===== config.mk =====
export PLATFORM = sky130hd
export DESIGN_NAME = video_tx_timing
export DESIGN_NICKNAME = d
export VERILOG_FILES = /design/src/rtl/video_tx_timing.sv
export SDC_FILE = /design/constraint.sdc
export NUM_CORES = 1
export LEC_CHECK = 0
export BUFFER_PORTS_ARGS = -buffer_cell sky130_fd_sc_hd__buf_2
export CAP_MARGIN = 20
export CORE_ASPECT_RATIO = 0.9
export CORE_MARGIN = 5
export CORE_UTILIZATION = 40
export DETAILED_ROUTE_END_ITERATION = 12
export PLACE_DENSITY = 0.75
export RECOVER_POWER = 50
export SETUP_SLACK_MARGIN = 0.4
export SLEW_MARGIN = 20
export SYNTH_ARGS = -nofsm -noshare
export SYNTH_HDL_FRONTEND = slang
export SYNTH_SLANG_ARGS = --single-unit

===== constraint.sdc =====
create_clock -name clk -period 6.1 [get_ports clk]
set_clock_uncertainty 0.15 [all_clocks]
set_input_delay 1.22 -clock clk [delete_from_list [all_inputs] [get_ports clk]]
set_output_delay 1.22 -clock clk [all_outputs]
set_load 0.02 [all_outputs]

===== src/rtl/video_tx_timing.sv =====
// video_tx_timing: programmable VS/HS/DE raster generator that pulls pixel beats
// over ready/valid and maps them onto the connector lane order.
module video_tx_timing #(
    parameter int H_ACTIVE = 960,
    parameter int H_FP = 44,
    parameter int H_SYNC = 22,
    parameter int H_BP = 74,
    parameter int V_ACTIVE = 1080,
    parameter int V_FP = 4,
    parameter int V_SYNC = 5,
    parameter int V_BP = 36,
    parameter logic POL = 1'b1,
    parameter logic [1:0] RGB_MAP_TYP = 2'b00
) (
    input  logic        clk,
    input  logic        rst,
    input  logic        en,
    input  logic [47:0] pix_data,
    input  logic        pix_valid,
    output logic        pix_ready,
    output logic        VIDEO_VS,
    output logic        VIDEO_HS,
    output logic        VIDEO_DE,
    output logic [47:0] VIDEO_DA,
    output logic        frame_start,
    output logic        underflow
);
    localparam logic [11:0] HA = 12'(H_ACTIVE);
    localparam logic [11:0] HS_B = 12'(H_ACTIVE + H_FP);
    localparam logic [11:0] HS_E = 12'(H_ACTIVE + H_FP + H_SYNC);
    localparam logic [11:0] H_LAST = 12'(H_ACTIVE + H_FP + H_SYNC + H_BP - 1);
    localparam logic [11:0] VA = 12'(V_ACTIVE);
    localparam logic [11:0] VS_B = 12'(V_ACTIVE + V_FP);
    localparam logic [11:0] VS_E = 12'(V_ACTIVE + V_FP + V_SYNC);
    localparam logic [11:0] V_LAST = 12'(V_ACTIVE + V_FP + V_SYNC + V_BP - 1);
    logic run;
    logic [11:0] h_cnt, v_cnt;
    logic de_i, hs_i, vs_i, h_wrap;
    logic [47:0] mapped;
    always_comb begin
        de_i = h_cnt < HA && v_cnt < VA;
        hs_i = h_cnt >= HS_B && h_cnt < HS_E;
        vs_i = v_cnt >= VS_B && v_cnt < VS_E;
        h_wrap = h_cnt == H_LAST;
        pix_ready = run && de_i;
        // single pixel sits on bits [35:28]/[23:16]/[11:4]; everything else is dual pixel
        mapped = RGB_MAP_TYP == 2'b01
            ? {12'b0, pix_data[23:16], 4'b0, pix_data[15:8], 4'b0, pix_data[7:0], 4'b0}
            : {pix_data[39:32], pix_data[31:24], pix_data[47:40],
               pix_data[15:8], pix_data[7:0], pix_data[23:16]};
    end
    always_ff @(posedge clk) begin
        if (rst) begin
            run <= 1'b0;
            h_cnt <= 12'd0;
            v_cnt <= 12'd0;
            VIDEO_DE <= 1'b0;
            VIDEO_DA <= '0;
            VIDEO_HS <= POL;
            VIDEO_VS <= POL;
            frame_start <= 1'b0;
            underflow <= 1'b0;
        end else begin
            run <= en;
            h_cnt <= (!run || h_wrap) ? 12'd0 : h_cnt + 12'd1;
            v_cnt <= !run ? 12'd0 : h_wrap ? (v_cnt == V_LAST ? 12'd0 : v_cnt + 12'd1) : v_cnt;
            VIDEO_DE <= pix_ready;
            VIDEO_DA <= (pix_ready && pix_valid) ? mapped : '0;
            VIDEO_HS <= (run && hs_i) ? ~POL : POL;
            VIDEO_VS <= (run && vs_i) ? ~POL : POL;
            frame_start <= run && h_cnt == 12'd0 && v_cnt == 12'd0;
            underflow <= pix_ready && !pix_valid;
        end
    end
endmodule


==> flow_summary.json <==
{
  "status": "complete, but fails checks",
  "violations": "capacitance limit, slew limit",
  "dpl.cell_count": 456,
  "cp_cell_sequence": "clkbuf_1 > a2111oi_0 > clkbuf_1 > and3_1",
  "finalSetupViolCount": 0,
  "synth_edf_count": 0,
  "drt_pass1_iterations": 4,
  "synth.top_cell.area_share_pct": 55.9,
  "portBuffers": 105,
  "cts-htree-levels": 3,
  "fin_ws_ns": 3.05,
  "grt_pass1_vias": 2152,
  "gr-usage-all-layers_pct": 14.6,
  "core.rowCount": 28,
  "avgSynthCellArea_sq_um": 10.2,
  "io_pins": 106,
  "post-route-period-util_pct": 50.0,
  "grt_antenna_before_repair": 0,
  "start_kind": "primary input",
  "leakage_nw": 1.70,
  "initial_core_util_pct": 41.7,
  "wl_per_cell_microns": 13.6,
  "clk-insertion-delay-late_ns": 0.34,
  "post_cts_buffers": 0,
  "clockBufferDepth": 2,
  "worstSetupEndpointType": "flop",
  "maxCapViolations": 1,
  "synth-seq-cells": 78,
  "grt_max_degree": 50,
  "cts_resized": 0,
  "synth_area_sq_um": 2790,
  "ant_nets": 0,
  "crit_family": "buffers and inverters",
  "slew_violations": 50,
  "final_hold_viol_count": 0,
  "holdCritPathClass": "reg -> reg",
  "fp.dieArea_sq_um": 8760,
  "fp.dieH_microns": 89.3,
  "post-dp-hpwl_microns": 4700,
  "nets": 433,
  "holdWs_ns": 0.336,
  "gp_congestion": 0.830,
  "cp.required_ns": 6.23,
  "gr-total-overflow": 0,
  "crit_path_max_incr_delay_ns": 1.16,
  "final_util_pct": 52.4,
  "cts_tree": "yes",
  "worstPathArrival_ns": 3.18,
  "synth.area.top_cells": "dfxtp_1 56%, and3_1 12%, nor2_1 2.6%, xnor2_1 2.5%, or3_1 2.0%",
  "ir_drop_uv": 112,
  "synth_flop_cell": "dfxtp_1",
  "wirelength_microns": 6400,
  "setup_tns_ns": 0,
  "drtIter0Drc": 98,
  "rsz0062_at_grt": "no",
  "synth-seq-area-share_pct": 55.9,
  "fin_cells": 472,
  "cp_common_cell": "clkbuf_1",
  "drc": 0,
  "crit_type": "in -> reg",
  "critical-path-slowest-cell": "clkbuf_1",
  "num_antenna_cells": 0,
  "yosysMostFrequentCell": "dfxtp_1",
  "yosys-top-cells-count": "78 x dfxtp_1, 52 x and3_1, 19 x nor2_1",
  "critPathBufInv": 2,
  "numCtsBuffers": 9,
  "synthArstFlopShare_pct": 0,
  "die_x_microns": 98.1,
  "cts.sinks": 78,
  "power_mw": 0.910,
  "num_vias": 2275,
  "path_max_fanout": 49,
  "max_freq_mhz": 328,
  "syn_nets": 329,
  "place_area_sq_um": 3370,
  "synth.largest_area_cell": "dfxtp_1",
  "area_growth_pct": 25.6,
  "ctsHoldBuffers": 0,
  "detail_route.vias_per_cell": 4.82,
  "worst_pin_slew_ns": 1.55,
  "fp.coreArea_sq_um": 6690,
  "power_density_nw_per_um2": 259,
  "design_area_sq_um": 3510,
  "syn_inst": 273,
  "clock-root-buffer": "clkbuf_8",
  "yosys_warnings": 0,
  "period_minus_slack_ns": 3.05,
  "ys_types": 39,
  "layout-drive-gt1-share_pct": 32.2,
  "slew-limit-headroom_pct": -3.09,
  "clk_pin_slew_ns": 0.08,
  "dp_worst_setup_slack_ns": 3.42,
  "grt_pass1_wl_microns": 10200
}
[cells by family (layout without fill, tap and decap cells)]
kind of cell	Yosys count	count (layout)	synth area share [%]
muxes	1	1	0.358
adders and majority gates	4	4	1.79
and+or+nand+nor	135	135	29.1
buffers and inverters	21	130	3.54
AOI/OAI and AO/OA	21	21	5.24
DFF	78	78	55.9
xor gates and xnor gates	13	13	4.08
[area by class of cell]
class | count | area [sq um]
clock buffer | 9 | 124
clock inverter | 7 | 56.3
fill | 668 | 3180
inverter | 8 | 30.0
multi-input combinational | 174 | 1100
sequential | 78 | 1560
tap | 90 | 113
timing repair buffer | 106 | 526
[layout by cell type, fill, tap and decap left out, types with 5 or more instances in the layout]
cell type,count
nor2_1,19
a21oi_1,9
nand2_1,10
buf_2,102
dfxtp_1,78
clkbuf_8,9
inv_1,8
nand3_1,9
nand4_1,8
xnor2_1,8
o21ai_0,8
and3_1,52
or3_1,9
xor2_1,5
[where the power goes]
| part | leakage [nW] | switching (mW) | total [mW] | internal, mW |
|---|---|---|---|---|
| combinational | 0.979 | 0.0245 | 0.0446 | 0.0201 |
| sequential | 0.631 | 0.00192 | 0.517 | 0.515 |
| clock | 0.0906 | 0.195 | 0.348 | 0.153 |
| total | 1.70 | 0.222 | 0.910 | 0.688 |
[state kept, by name (all words and copies together), names as in the netlist]
register,flops
VIDEO_DA,48
run,1
VIDEO_DE,1
underflow,1
h_cnt,12
frame_start,1
VIDEO_VS,1
VIDEO_HS,1
v_cnt,12
[final timing paths]
path | startpoint | to | slack [ns] | depth (start not counted)
worst max register to register | v_cnt[11] | VIDEO_DA[46] | 3.22 | 4
worst min register to register | h_cnt[0] | h_cnt[0] | 0.34 | 1
worst max-delay path | rst | VIDEO_DA[46] | 3.05 | 4
worst min-delay path | h_cnt[0] | h_cnt[0] | 0.34 | 1
[layer usage]
metal / up-vias / routed length (microns) / part of all wire, % / GRT usage [%]
met4: 0 / 132 / 2.1 / 7.55
met1: 1021 / 2730 / 43 / 17.2
met2: 77 / 3120 / 49 / 24.8
li1: 1165 / - / - / -
met5: - / 0 / 0 / 0
met3: 12 / 426 / 6.7 / 3.98
Note: power is estimated with default switching activity, not from simulation.
